[src/rtl/serial_adder_pkg.sv]
// Shared definitions for multi-cycle ALU blocks: FSM state encoding and
// the slice-counter width helper.
package serial_adder_pkg;

  typedef enum logic [1:0] {
    IDLE = 2'd0,
    RUN  = 2'd1,
    DONE = 2'd2
  } alu_state_e;

  // Bits needed to count width/2 two-bit slices (never narrower than 1).
  function automatic int unsigned slice_cnt_w(input int unsigned width);
    if (width < 4) return 1;
    return $clog2(width / 2);
  endfunction

endpackage

[src/rtl/twobit_adder.sv]
// Two-bit ripple slice: sum and carry of a + b + cin.
module twobit_adder (
  input  logic [1:0] a,
  input  logic [1:0] b,
  input  logic       cin,
  output logic [1:0] sum_c,
  output logic       cout_c
);

  assign {cout_c, sum_c} = 3'(a) + 3'(b) + 3'(cin);

endmodule

[src/rtl/serial_adder.sv]
// Serial add/subtract: processes two bits per cycle through one twobit_adder,
// delivering result, carry, signed overflow and zero after WIDTH/2 cycles.
module serial_adder
  import serial_adder_pkg::*;
#(
  parameter int unsigned WIDTH = 32
) (
  input  logic             clk,
  input  logic             rst,
  input  logic             start,
  input  logic             sub,
  input  logic [WIDTH-1:0] a,
  input  logic [WIDTH-1:0] b,
  output logic [WIDTH-1:0] result,
  output logic             c_out,
  output logic             overflow,
  output logic             zero,
  output logic             busy,
  output logic             done
);

  localparam int unsigned     CNT_W      = slice_cnt_w(WIDTH);
  localparam logic [CNT_W-1:0] LAST_SLICE = CNT_W'(WIDTH / 2 - 1);

  alu_state_e       state_q, state_d;
  logic [WIDTH-1:0] op_a_q, op_a_d;
  logic [WIDTH-1:0] op_b_q, op_b_d;
  logic [WIDTH-1:0] result_q, result_d;
  logic [CNT_W-1:0] cnt_q, cnt_d;
  logic             carry_q, carry_d;
  logic             c_out_q, c_out_d;
  logic             ovf_q, ovf_d;
  logic             msb_a_q, msb_a_d;
  logic             msb_b_q, msb_b_d;
  logic             busy_q, busy_d;
  logic             done_q, done_d;

  logic [1:0]       slice_sum_c;
  logic             slice_cout_c;

  twobit_adder u_slice (
    .a      (op_a_q[1:0]),
    .b      (op_b_q[1:0]),
    .cin    (carry_q),
    .sum_c  (slice_sum_c),
    .cout_c (slice_cout_c)
  );

  // Next-state and datapath update
  always_comb begin
    state_d  = state_q;
    op_a_d   = op_a_q;
    op_b_d   = op_b_q;
    result_d = result_q;
    cnt_d    = cnt_q;
    carry_d  = carry_q;
    c_out_d  = c_out_q;
    ovf_d    = ovf_q;
    msb_a_d  = msb_a_q;
    msb_b_d  = msb_b_q;

    unique case (state_q)
      IDLE, DONE: begin
        if (start) begin
          state_d  = RUN;
          op_a_d   = a;
          op_b_d   = sub ? ~b : b;
          carry_d  = sub;
          cnt_d    = '0;
          result_d = '0;
          c_out_d  = 1'b0;
          ovf_d    = 1'b0;
          msb_a_d  = a[WIDTH-1];
          msb_b_d  = sub ? ~b[WIDTH-1] : b[WIDTH-1];
        end else if (state_q == DONE) begin
          state_d = IDLE;
        end
      end
      RUN: begin
        result_d[{cnt_q, 1'b0} +: 2] = slice_sum_c;
        carry_d = slice_cout_c;
        op_a_d  = op_a_q >> 2;
        op_b_d  = op_b_q >> 2;
        cnt_d   = cnt_q + CNT_W'(1);
        if (cnt_q == LAST_SLICE) begin
          state_d = DONE;
          c_out_d = slice_cout_c;
          // Same-sign operands whose result sign flips
          ovf_d   = (msb_a_q == msb_b_q) && (slice_sum_c[1] != msb_a_q);
        end
      end
      default: state_d = IDLE;
    endcase

    busy_d = (state_d == RUN);
    done_d = (state_d == DONE);
  end

  always_ff @(posedge clk or posedge rst) begin
    if (rst) begin
      state_q  <= IDLE;
      op_a_q   <= '0;
      op_b_q   <= '0;
      result_q <= '0;
      cnt_q    <= '0;
      carry_q  <= 1'b0;
      c_out_q  <= 1'b0;
      ovf_q    <= 1'b0;
      msb_a_q  <= 1'b0;
      msb_b_q  <= 1'b0;
      busy_q   <= 1'b0;
      done_q   <= 1'b0;
    end else begin
      state_q  <= state_d;
      op_a_q   <= op_a_d;
      op_b_q   <= op_b_d;
      result_q <= result_d;
      cnt_q    <= cnt_d;
      carry_q  <= carry_d;
      c_out_q  <= c_out_d;
      ovf_q    <= ovf_d;
      msb_a_q  <= msb_a_d;
      msb_b_q  <= msb_b_d;
      busy_q   <= busy_d;
      done_q   <= done_d;
    end
  end

  assign result   = result_q;
  assign c_out    = c_out_q;
  assign overflow = ovf_q;
  assign zero     = ~|result_q;
  assign busy     = busy_q;
  assign done     = done_q;

endmodule

[config.mk]
export PLATFORM = sky130hd
export DESIGN_NAME = serial_adder
export DESIGN_NICKNAME = d
export VERILOG_FILES = /design/src/rtl/serial_adder_pkg.sv /design/src/rtl/twobit_adder.sv /design/src/rtl/serial_adder.sv
export SDC_FILE = /design/constraint.sdc
export NUM_CORES = 1
export LEC_CHECK = 0
export ABC_AREA = 1
export CAP_MARGIN = 20
export CORE_AREA = 2 2 101 103
export DETAILED_ROUTE_END_ITERATION = 8
export DIE_AREA = 0 0 103 105
export GPL_ROUTABILITY_DRIVEN = 0
export GPL_TIMING_DRIVEN = 0
export PLACE_DENSITY = 0.84
export SLEW_MARGIN = 0
export SYNTH_ARGS = -nofsm -noshare
export SYNTH_HDL_FRONTEND = slang
export SYNTH_HIERARCHICAL = 1
export SYNTH_SLANG_ARGS = --single-unit
export TNS_END_PERCENT = 50
[constraint.sdc]
create_clock -name clk -period 5.97 [get_ports clk]
set_input_delay 1.194 -clock clk [delete_from_list [all_inputs] [get_ports clk]]
set_output_delay 1.194 -clock clk [all_outputs]
set_load 0.01 [all_outputs]
**Word level (Yosys, flattened, before mapping)**

Index checks and enable logic that the tools add are counted.

- Eq/ne operators: 9
- Mux-type cells: 22
- Bitwise logic cells: 2
- Shifts and indexed selects: 2
- $add $sub $neg: 4
- Reductions and logical operators: 9

Operators with widths:

| cell | number |
|---|---|
| case mux 32 bit (2 select lines) | 3 |
| 2-to-1 mux 32 bit | 4 |
| bitwise mux 32 bit | 1 |
| inverter 32 bit | 1 |
| OR reduction 32 bit | 1 |
| variable shift 2 x 7 -> 32 bit, first input constant | 1 |
| indexed part select 2 x 7 -> 32 bit | 1 |
| case mux 4 bit (2 select lines) | 1 |
| negator 5 -> 7 bit | 1 |
| 2-to-1 mux 2 bit | 3 |
| case mux 1 bit (2 select lines) | 3 |
| 2-to-1 mux 1 bit | 5 |
| adder 4 x 1 -> 4 bit, second input constant | 1 |
| == test 2 x 1 -> 1 bit, second input constant | 2 |
| == test 2 bit, second input constant | 2 |
| == test 4 bit, second input constant | 1 |
| 2-to-1 mux 4 bit | 1 |
| inequality test 2 bit, second input constant | 2 |
| case mux 2 bit (2 select lines) | 1 |
| AND reduction 2 bit | 2 |
| adder 2 x 2 -> 3 bit | 1 |
| adder 3 x 1 -> 3 bit | 1 |
| AND reduction 3 bit | 1 |
| zero test 2 bit | 1 |
| other kinds (7) | 7 |

- Flip-flop bits (word level): 109
- Input bits: 68
- Output and inout bits: 37

**Logic depth before layout (Yosys ltp)**

Gate-level depths: netlist of the first run.

- Depth in word-level cells: 6
- Gate-level depth with buffers: 11

**By module**

The synthesis of the first run kept the hierarchy.

Modules (own cells, without submodules):

| module | area each (sq um) | times used | cells each |
|---|---|---|---|
| serial_adder | 5200.0 | 1 | 589 |
| twobit_adder | 70.1 | 1 | 10 |

**Worst setup path after synthesis of the first run**

OpenSTA, ideal clock, no wires.

- Path type: register -> output
- Start point: register result_q[22], in the netlist result[22]
- End point: output port zero
- Path buffers: 0
- Arrival time: 973 ps
- Cell stages (with the launch flop): 6
- Path slack: 3803 ps
- Cell sequence: dfrtp_1 -> nor2_1 -> nand2_1 -> nor3_1 -> nand4_1 -> nor2_1

- Longest elaborated chain between the ends: 2

RTL lines:

| element | RTL line | source |
|---|---|---|
| from (decl) | serial_adder.sv:28 | `logic [WIDTH-1:0] result_q, result_d;` |
| from (signal assigned) | serial_adder.sv:117 | `result_q <= result_d;` |
| OR reduction 32 bit | serial_adder.sv:132 | `assign zero = ~\|result_q;` |
| zero test 1 bit | serial_adder.sv:132 |  |
| to (decl) | serial_adder.sv:17 | `output logic zero,` |

No other way between the ends.

**Final worst setup path of the first run**

- Start point: register result_q[0], in the netlist result[0]
- End point: output port zero

The elaborated chain is that of the path after synthesis.

==> run summary, run 1 <==
PwrDens - 510 mW/mm^2
Worst EP required - 4780 ps
CP arrival - 1990 ps
max-cap violation count - 0
Initial Util - 54.7%
IO Pins - 105
top-area cell type share of the netlist area - 51.8%
Remaining DRCs - 0
dpl ws - 3190 ps
DRT Wirelength - 13100 um
crit path cell chain - nor4_1 -> nand4_1 -> nor2_1 -> clkdlybuf4s50_1
core area - 0.00964 mm^2
sequential fraction of the synthesis area - 51.8%
RSZ-0062 raised after global routing - no
top post-synthesis cells by area - dfrtp_1 52%, nand2_1 10%, nand3_1 5.8%
# diodes - 0
post-cts hold buffer count - 0
CTS tree - done
Yosys cell types - 29
H-tree levels - 3
Final Hold Fails - 0
area growth from synthesis to layout - 27.5%
Critical Path Fanout Max - 3
Die Height - 105 um
slew margin rel. - 54.6%
most common cell after layout, fill and taps aside - nand2_1
Yosys reg bits - 109
worst min path class - flip-flop to flip-flop
clock root cell - clkbuf_8
outcome - finished clean
Nets - 788
iteration count of the initial detailed-routing pass - 7
ANT nets after route - 0
first-pass GRT wire length - 21500 um
pin count of the biggest net entering global routing - 57
worst-skew pair later-pin latency - 370 ps
GRT Util Overall - 25.3%
Synth area leader - dfrtp_1
layout cells sized above 1 - 8.77%
HPWL Detailed - 9890 um
Worst VDD drop - 0.205 mV
wire per inst - 15.4 um
max-slew violation count - 0
Max Buffers Root-to-Sink - 2
critical path endpoint category - primary output
Post-Syn Instances - 599
Vias - 4643
CTS Sinks - 109
syn_area_per_cell - 8.80 um^2
Setup Skew - 12.8 ps
syn_nets - 673
fin crit share - 53.3%
initial DRC count - 228
vias in the first global route - 4517
Worst path slowest cell - clkdlybuf4s50_1
DIE AREA - 0.0108 mm^2
Num CTS Buffers - 9
Die Wd - 103 um
post-cts resize count - 0
Tmin final - 3180 ps
kind of critical path - flip-flop to primary output
final setup margin - 2790 ps
final setup fails - 0
initial antenna violation count - 0
setup_tns - 0 ps
GRT overflow - 0
postcts setup bufs - 0
Leakage - 3.00 nW
max incr delay on CP - 540 ps
Least-Margin Pin Slew - 680 ps
Cell Area, Synth - 0.00527 mm^2
most frequent cells in the layout - 142 x nand2_1, 109 x dfrtp_1, 103 x clkdlybuf4s50_1, 63 x inv_1, 61 x nand3_1
row cnt - 36
Synth Warn # - 6
Max Clock Freq - 314 MHz
port bufs - 103
element type at the critical path start - flip-flop
clock transition at the registers of the reported paths - 100 ps
DR vias/cell - 5.46
[area by class of cell]
cell class / instances / area (um^2)
Timing Repair Buffer: 104 / 1060
Tap cell: 133 / 166
Fill cell: 748 / 2920
Buffer: 30 / 141
Multi-Input combinational cell: 390 / 2140
Clock buffer: 12 / 155
Clock inverter: 3 / 68.8
Inverter: 70 / 265
Sequential cell: 109 / 2730
[worst paths after layout]
path	startpoint	end	slack, ps	cells past startpoint
worst min-delay path	carry_q$_DFFE_PP0P_	carry_q$_DFFE_PP0P_	500	2
worst min register to register	carry_q$_DFFE_PP0P_	carry_q$_DFFE_PP0P_	500	2
max in group asynchronous	rst	result[18]$_DFFE_PP0P_	3990	3
worst max-delay path	result[0]$_DFFE_PP0P_	zero	2790	4
worst max register to register	op_a_q[0]$_DFFE_PP0P_	result[3]$_DFFE_PP0P_	3640	8
min in group asynchronous	rst	op_a_q[13]$_DFFE_PP0P_	1280	2
[cells by family (layout without fill, tap and decap cells)]
family,count (synthesis),after routing,share of synthesized area (%)
compound gates,112,112,13.6
xor+xnor,19,19,3.16
fa+ha+maj,6,6,1.71
buf+inv,100,219,7.67
flops,109,109,51.8
simple gates,253,253,22.1
[stage by stage]
stage	hold WS [ps]	cell area (um^2)	total power (W)	cells	util, %
after floorplan	452	5270	0.00232	599	-
after global placement	470	6470	0.00285	835	67.1
after detailed placement	482	6500	0.00293	836	67.4
after CTS	505	6720	0.00342	851	69.7
after global routing	538	6720	0.00368	851	69.7
final	497	6720	0.00343	851	69.7
[flip-flops by register name, summed over array words and instances, names as in the netlist]
| signal | flops |
|---|---|
| op_b_q | 32 |
| done | 1 |
| state_q | 2 |
| c_out | 1 |
| busy | 1 |
| msb_b_q | 1 |
| cnt_q | 4 |
| overflow | 1 |
| result | 32 |
| carry_q | 1 |
| msb_a_q | 1 |
| op_a_q | 32 |
[cell usage after synthesis]
| cell type | n |
|---|---|
| a21oi_1 | 17 |
| buf_1 | 4 |
| buf_2 | 14 |
| buf_4 | 1 |
| buf_6 | 1 |
| clkbuf_1 | 10 |
| dfrtp_1 | 109 |
| fa_1 | 2 |
| ha_1 | 4 |
| inv_1 | 64 |
| inv_2 | 6 |
| nand2_1 | 142 |
| nand2_2 | 6 |
| nand2_4 | 2 |
| nand3_1 | 61 |
| nand3_2 | 2 |
| nand4_1 | 3 |
| nor2_1 | 12 |
| nor2_2 | 8 |
| nor2_4 | 3 |
| nor3_1 | 4 |
| nor3_2 | 4 |
| nor4_1 | 6 |
| o211ai_1 | 22 |
| o21ai_0 | 22 |
| o21ai_1 | 21 |
| o221ai_1 | 26 |
| o22ai_1 | 4 |
| xnor2_1 | 19 |
[worst max-delay path, delay by kind of cell, from the launching register on]
kind,cells,cell delay (ps)
buffers and inverters,1,540
AND/OR/NAND/NOR,3,670
flip-flops,1,410
[metal layers]
layer  track usage [%]  up-vias  wire length (um)
li1                  -     2231                 -
met3              4.35       22               720
met4              7.89        0               224
met2              41.1      163              6570
met5                 0        -                 0
met1              34.4     2227              5590
[power by group]
group          switching, W  internal [W]  leakage, nW  total (W)
Sequential         0.000188       0.00105         1.40    0.00124
Combinational       0.00103      0.000659         1.48    0.00168
Clock              0.000240      0.000258        0.113   0.000499
Note: power is estimated with default switching activity, not from simulation.
==> run 2, diff against run 1 <==
--- a/config.mk
+++ b/config.mk
@@ -7,12 +7,12 @@
 export LEC_CHECK = 0
 export ABC_AREA = 1
 export CAP_MARGIN = 20
-export CORE_AREA = 2 2 101 103
+export CORE_AREA = 2 2 104 106
 export DETAILED_ROUTE_END_ITERATION = 8
-export DIE_AREA = 0 0 103 105
+export DIE_AREA = 0 0 106 108
 export GPL_ROUTABILITY_DRIVEN = 0
 export GPL_TIMING_DRIVEN = 0
-export PLACE_DENSITY = 0.84
+export PLACE_DENSITY = 0.79
 export SLEW_MARGIN = 0
 export SYNTH_ARGS = -nofsm -noshare
 export SYNTH_HDL_FRONTEND = slang
==> constraint.sdc (replaced) <==
create_clock -name clk -period 3.1 [get_ports clk]
set_input_delay 0.62 -clock clk [delete_from_list [all_inputs] [get_ports clk]]
set_output_delay 0.62 -clock clk [all_outputs]
set_load 0.01 [all_outputs]
==> run summary, run 2 (synthesis gave the netlist of run 1 again) <==
outcome - finished clean
GRT overflow - 0
vias in the first global route - 4494
initial DRC count - 281
proportion of power drawn by combinational gates - 50.0%
max-cap violation count - 0
Filler Cell Count - 837
max-slew violation count - 0
# diodes - 0
CTS tree - done
post-cts resize count - 0
DIE AREA - 0.0114 mm^2
slew margin rel. - 53.9%
element type at the critical path start - flip-flop
clock root cell - clkbuf_8
Max Clock Freq - 385 MHz
Num CTS Buffers - 9
GRT Util Overall - 23.8%
worst min path class - flip-flop to flip-flop
DR vias/cell - 5.49
most common cell after layout, fill and taps aside - nand2_1
Worst VDD drop - 0.409 mV
R2R Setup Slk - 760 ps
Psw - 0.00279 W
hold depth - 1
clock transition at the registers of the reported paths - 90 ps
Critical Path Fanout Max - 3
Tmin final - 2590 ps
first-pass GRT wire length - 21600 um
HPWL Detailed - 9950 um
critical path endpoint category - primary output
PwrDens - 965 mW/mm^2
Setup Skew - 11.3 ps
setup_tns - 0 ps
Int Pwr - 0.00368 W
Initial Util - 51.5%
most frequent cells in the layout - 142 x nand2_1, 109 x dfrtp_1, 103 x clkdlybuf4s50_1, 63 x inv_1, 61 x nand3_1
pin count of the biggest net entering global routing - 44
final setup fails - 0
layout cells sized above 1 - 8.89%
area growth from synthesis to layout - 27.3%
DRT Wirelength - 13000 um
kind of critical path - flip-flop to primary output
Leakage - 2.98 nW
sequential power share - 37.0%
max incr delay on CP - 540 ps
clock share of power - 13.0%
postcts setup bufs - 0
Sw Ratio - 43.2%
initial antenna violation count - 0
Final Hold Fails - 0
iteration count of the initial detailed-routing pass - 5
IO Pins - 105
post-cts hold buffer count - 0
Die Wd - 106 um
Die Height - 108 um
Worst EP required - 2480 ps
wire per inst - 15.2 um
CP arrival - 1970 ps
Vias - 4698
Worst Reg2Reg Path Length in Cells - 8
worst-skew pair later-pin latency - 370 ps
crit path cell chain - nor4_1 -> nand4_1 -> nor2_1 -> clkdlybuf4s50_1
H-tree levels - 3
port bufs - 103
RSZ-0062 raised after global routing - no
row cnt - 37
fin crit share - 83.7%
CTS Sinks - 109
Remaining DRCs - 0
Worst path slowest cell - clkdlybuf4s50_1
Max Buffers Root-to-Sink - 2
Power, Total - 0.00647 W
Nets - 789
Least-Margin Pin Slew - 690 ps
core area - 0.0102 mm^2
ANT nets after route - 0
==> run 2: area by class of cell <==
cell class | instances | area (um^2) | area share (%)
Inverter | 70 | 267 | 3.97
Clock inverter | 5 | 60.1 | 0.896
Multi-Input combinational cell | 390 | 2140 | 31.9
Buffer | 30 | 141 | 2.11
Tap cell | 136 | 170 | 2.54
Timing Repair Buffer | 105 | 1070 | 16.0
Sequential cell | 109 | 2730 | 40.7
Clock buffer | 11 | 131 | 1.96
==> run 2: final timing paths <==
kind                                  startpoint                     to
max in group asynchronous                    rst   overflow$_DFFE_PP0P_
hold / removal              cnt_q[3]$_DFFE_PP0P_   cnt_q[3]$_DFFE_PP0P_
hold reg to reg             cnt_q[3]$_DFFE_PP0P_   cnt_q[3]$_DFFE_PP0P_
setup / recovery           result[0]$_DFFE_PP0P_                   zero
min in group asynchronous                    rst  result[6]$_DFFE_PP0P_
setup reg to reg           op_a_q[0]$_DFFE_PP0P_  result[3]$_DFFE_PP0P_
==> run 2: power groups by stage <==
stage	registers (W)	logic, W	clock network, W
after global routing	0.00247	0.00361	0.000913
after global placement	0.00239	0.00311	0
after CTS	0.00239	0.00323	0.000862
after floorplan	0.00241	0.00206	0
after detailed placement	0.00242	0.00322	0
final	0.00240	0.00324	0.000838
==> run 2: critical path, delay by kind of cell, from the launching register on <==
family,cells,cell delay (ps)
simple gates,3,680
flops,1,410
buf+inv,1,540
==> run 2: metrics by stage <==
| step | cells | hold WS, ps | util [%] | setup WS [ps] | area (um^2) |
|---|---|---|---|---|---|
| final | 856 | 495 | 65.5 | 506 | 6710 |
| after global routing | 856 | 530 | 65.5 | 327 | 6710 |
| after CTS | 856 | 497 | 65.5 | 473 | 6710 |
| after detailed placement | 840 | 480 | 63.7 | 793 | 6520 |
| after global placement | 838 | 470 | 63.3 | 163 | 6470 |
| after floorplan | 599 | 452 | - | 1150 | 5270 |
==> run 2: per-layer routing <==
| metal | GRT usage, % | wire length, um | vias to the layer above |
|---|---|---|---|
| met4 | 8.83 | 293 | 0 |
| met3 | 3.80 | 679 | 31 |
| li1 | - | - | 2236 |
| met2 | 39.1 | 6360 | 175 |
| met5 | 0 | 0 | - |
| met1 | 32.4 | 5650 | 2256 |
==> run 3, diff against run 2 <==
==> constraint.sdc (replaced) <==
create_clock -name clk -period 2.4 [get_ports clk]
set_input_delay 0.48 -clock clk [delete_from_list [all_inputs] [get_ports clk]]
set_output_delay 0.48 -clock clk [all_outputs]
set_load 0.01 [all_outputs]
==> run summary, run 3 (synthesis gave the netlist of run 1 again) <==
critical path endpoint category - flip-flop
final setup margin - 244 ps
clock root cell - clkbuf_8
crit path cell chain - inv_1 -> fa_1 -> fa_1 -> inv_2 -> clkinvlp_4 -> nor3_2 -> inv_1 -> o21ai_1
met3 usage - 3.80%
IO Pins - 105
wire per inst - 15.2 um
DIE AREA - 0.0114 mm^2
area taken by multi-input logic gates - 0.00215 mm^2
Critical Path Fanout Max - 5
max-slew violation count - 0
first-pass GRT wire length - 21600 um
Worst EP required - 2690 ps
H-tree levels - 3
Num CTS Buffers - 9
vias in the first global route - 4497
kind of critical path - flip-flop to flip-flop
Max Clock Freq - 464 MHz
Setup Skew - 11.5 ps
Remaining DRCs - 0
Tmin final - 2160 ps
CP bufs+invs - 4
Worst VDD drop - 0.538 mV
element type at the critical path start - flip-flop
clock transition at the registers of the reported paths - 100 ps
Vias - 4701
Levels on crit path - 8
DRT Wirelength - 13000 um
Power, Total - 0.00847 W
initial DRC count - 254
fin area - 0.00673 mm^2
Filler Cell Count - 833
GRT Util Overall - 23.9%
Worst Reg2Reg Path Length in Cells - 8
hold depth - 1
global routing met1 resource utilization - 32.5%
port bufs - 103
row cnt - 37
iteration count of the initial detailed-routing pass - 6
HPWL Detailed - 9950 um
Leakage - 2.98 nW
CTS Sinks - 109
DR vias/cell - 5.49
core area - 0.0102 mm^2
worst min path class - flip-flop to flip-flop
dpl ws - 92.7 ps
max incr delay on CP - 450 ps
outcome - finished clean
Nets - 790
Least-Margin Pin Slew - 685 ps
# diodes - 0
RSZ-0062 raised after global routing - no
Die Height - 108 um
final setup fails - 0
Worst path slowest cell - fa_1
ANT nets after route - 0
fin crit share - 89.9%
area growth from synthesis to layout - 27.8%
Final Hold Fails - 0
Min Hold Slack - 496 ps
Reg area - 0.00273 mm^2
slew margin rel. - 54.3%
non-filler cells, final - 857
CTS tree - done
pin count of the biggest net entering global routing - 44
placed cells - 840
CP arrival - 2440 ps
layout cells sized above 1 - 9.71%
max-cap violation count - 0
initial antenna violation count - 0
gr busiest metal - met2
PwrDens - 1260 mW/mm^2
most frequent cells in the layout - 142 x nand2_1, 109 x dfrtp_1, 102 x clkdlybuf4s50_1, 61 x inv_1, 61 x nand3_1
GRT overflow - 0
routing usage on met2 - 39.1%
worst-skew pair later-pin latency - 360 ps
placed inst area - 0.00652 mm^2
CP top delay family - adder cells
Max Buffers Root-to-Sink - 2
Initial Util - 51.5%
Die Wd - 106 um
most common cell after layout, fill and taps aside - nand2_1
==> run 3: area by class of cell <==
cell class | instances | area share, %
Sequential cell | 109 | 40.5
Inverter | 70 | 4.01
Clock inverter | 5 | 0.892
Multi-Input combinational cell | 390 | 32.0
Timing Repair Buffer | 106 | 16.0
Clock buffer | 11 | 1.95
Buffer | 30 | 2.10
Tap cell | 136 | 2.53
==> run 3: path summary, 6_finish.rpt <==
path,from,end,slack [ps]
min,cnt_q[3]$_DFFE_PP0P_,cnt_q[3]$_DFFE_PP0P_,500
min reg2reg,cnt_q[3]$_DFFE_PP0P_,cnt_q[3]$_DFFE_PP0P_,500
max,op_a_q[0]$_DFFE_PP0P_,result[3]$_DFFE_PP0P_,240
max in group asynchronous,rst,overflow$_DFFE_PP0P_,1200
max reg2reg,op_a_q[0]$_DFFE_PP0P_,result[3]$_DFFE_PP0P_,240
min in group asynchronous,rst,result[6]$_DFFE_PP0P_,570
==> run 3: metal layers <==
| layer | wire (um) | share of wire (%) |
|---|---|---|
| met5 | 0 | 0 |
| met4 | 320 | 2.5 |
| met3 | 772 | 5.9 |
| met2 | 6320 | 49 |
| met1 | 5610 | 43 |
==> run 3: per-stage QoR <==
step | utilization [%] | setup TNS [ps]
finish | 65.8 | 0
detailed placement | 63.7 | 0
CTS | 65.6 | 0
global route | 65.8 | 0
global placement | 63.3 | -42290
floorplan | - | 0
==> run 3: worst register-to-register path: cells and delay by family (launching register included) <==
family / cells / cell delay (ps)
adders and majority gates: 2 / 890
buffers and inverters: 4 / 460
DFF: 1 / 350
and+or+nand+nor: 1 / 220
AOI/OAI and AO/OA: 1 / 150
==> run 3: report_power, final <==
group	internal [W]	total, W	switching, W
combinational	0.00169	0.00428	0.00259
sequential	0.00262	0.00310	0.000477
clock	0.000488	0.00109	0.000600
==> run 3: what timing repair did <==
action,4_1_cts,5_1_grt
gates resized for setup,2,4
buffers inserted,0,1
hold buffers,0,0
pin swaps,2,0
endpoints found under the setup margin,1,8
==> variant: new RTL, flow settings as in run 2 <==
`op_b_q` no longer has a reset.
--- a/src/rtl/serial_adder.sv
+++ b/src/rtl/serial_adder.sv
@@ -100,7 +100,6 @@
     if (rst) begin
       state_q  <= IDLE;
       op_a_q   <= '0;
-      op_b_q   <= '0;
       result_q <= '0;
       cnt_q    <= '0;
       carry_q  <= 1'b0;
@@ -113,7 +112,6 @@
     end else begin
       state_q  <= state_d;
       op_a_q   <= op_a_d;
-      op_b_q   <= op_b_d;
       result_q <= result_d;
       cnt_q    <= cnt_d;
       carry_q  <= carry_d;
@@ -126,6 +124,10 @@
     end
   end
 
+  always_ff @(posedge clk) begin
+    op_b_q <= op_b_d;
+  end
+
   assign result   = result_q;
   assign c_out    = c_out_q;
   assign overflow = ovf_q;
Check against the original RTL: same outputs for any inputs over 10 cycles, from zero or initial values and one cycle with rst high; that may be too few to reach the edited logic, so the function may still have changed.
==> variant against run 2 <==
Synthesized cell count fell by 6.7%; sequential cell count stayed put; clock skew is 0.0041 ns higher; global-route usage down 1.9 points; cell area down 1.4%; count of clock-buffer cells in the layout rose by 2; routed wire length shrank 7.8%; cell count decreased by 4.9%; non-clock buffer count fell by 4; total power about the same; synthesized area decreased by 0.57%; die area did not move; worst setup slack lost 0.075 ns; via count shrank 7.8%.
==> variant: results (changes against run 2) <==
==========================================================================
Non-clock buffering overhead in the final layout                    17.59%   -0.49 points
Cell types occupying the most area after synthesis            sky130_fd_sc_hd__dfrtp_1 (37%), sky130_fd_sc_hd__edfxtp_1 (18%), sky130_fd_sc_hd__nand2_1 (8.5%)
Met1 track demand over resource in global routing                   28.37%   -4.0 points
Buffers, non-clock                                                     131   -3.0%
Multi-input comb cells                                                 355   -9.0%
Area after detailed placement                                 0.006444 mm2   -1.1%
Inverters, non-clock                                                    67   -4.3%
Static leakage power                                              2.854 nW   -4.2%
Net total in the final layout                                          747   -5.3%
Multi-input logic portion of the cell area                          29.75%   -2.1 points
Post-detail-place hpwl                                             8975 um   -9.8%
Status                                                        finished clean
Minimum setup slack after placement                              0.4894 ns   -0.3033 ns
Reg-to-reg critical path endpoint                               result[23]
First DRT Iteration DRCs                                               228   -19%
Number of synthesized flops with an enable pin                          32   +32
Number of library cell types mapped by synthesis                        30   +3.4%
Fraction of layout instances using a drive strength above 1         7.670%   -1.2 points
Wire length of the first global-routing pass                      19900 um   -8.0%
Non-filler instance count after layout                                 814   -4.9%
Filler cells                                                           827   -1.2%
Worst IR drop on VDD                                             0.4355 mV   +6.5%
Per-instance average area after synthesis                        9.374 um2   +6.5%
Gr usage total                                                      21.93%   -1.9 points
Worst setup skew after layout                                   0.01541 ns   +0.004094 ns
Mean routed wirelength per cell                                   14.71 um   -3.0%
Arrival time of data at the critical path endpoint                 2.05 ns   +0.08 ns
Min Hold Slack                                                   0.5191 ns   +0.02417 ns
Clock network area share                                            2.591%   -0.26 points
Number of placed cells counting well taps                              798   -5.0%
Number of global-route vias before repair                             4172   -7.2%
Top cell types by occurrence after synthesis                  sky130_fd_sc_hd__nand2_1 (118), sky130_fd_sc_hd__dfrtp_1 (77), sky130_fd_sc_hd__inv_1 (57), sky130_fd_sc_hd__nand3_1 (57), sky130_fd_sc_hd__o21ai_0 (47)
Clock buffer count                                                      13   +2
Number of vias in the routed layout                                   4330   -7.8%
Seq area share                                                      43.65%   +3.0 points
Time the final worst path needs with I/O delays and setup         2.669 ns   +0.07471 ns
Ys async rst share                                                  70.64%   -29 points
Met3 track demand over resource                                     3.255%   -0.54 points
==========================================================================
-- variant: cell count changes after synthesis, moves of 14 or more --
cell	before	now
sky130_fd_sc_hd__dfrtp_1	109	77
sky130_fd_sc_hd__edfxtp_1	0	32
sky130_fd_sc_hd__nand2_1	142	118
sky130_fd_sc_hd__o211ai_1	22	8
sky130_fd_sc_hd__o21ai_0	22	47
sky130_fd_sc_hd__o21ai_1	21	5
-- variant: power by group --
group	switching, W	internal [W]
clock network	0.000452	0.000317
registers	0.000323	0.00224
logic	0.00195	0.00119
-- variant: logic make-up after synthesis --
kind of cell / synth area share, %
flops: 55.11
fa+ha+maj: 1.719
buf+inv: 7.331
simple gates: 19.91
compound gates: 10.58
xor+xnor: 5.349
-- variant: layer usage --
layer	part of all wire, %	up-vias
met5	0	-
met4	1.8	0
met3	4.6	19
met2	49	140
met1	44	2068
li1	-	2103
-- variant: worst max-delay path: cells and delay by family (launching register included) --
family,cells,cell delay (ns)
DFF,1,0.42
buffers and inverters,1,0.54
and+or+nand+nor,3,0.73
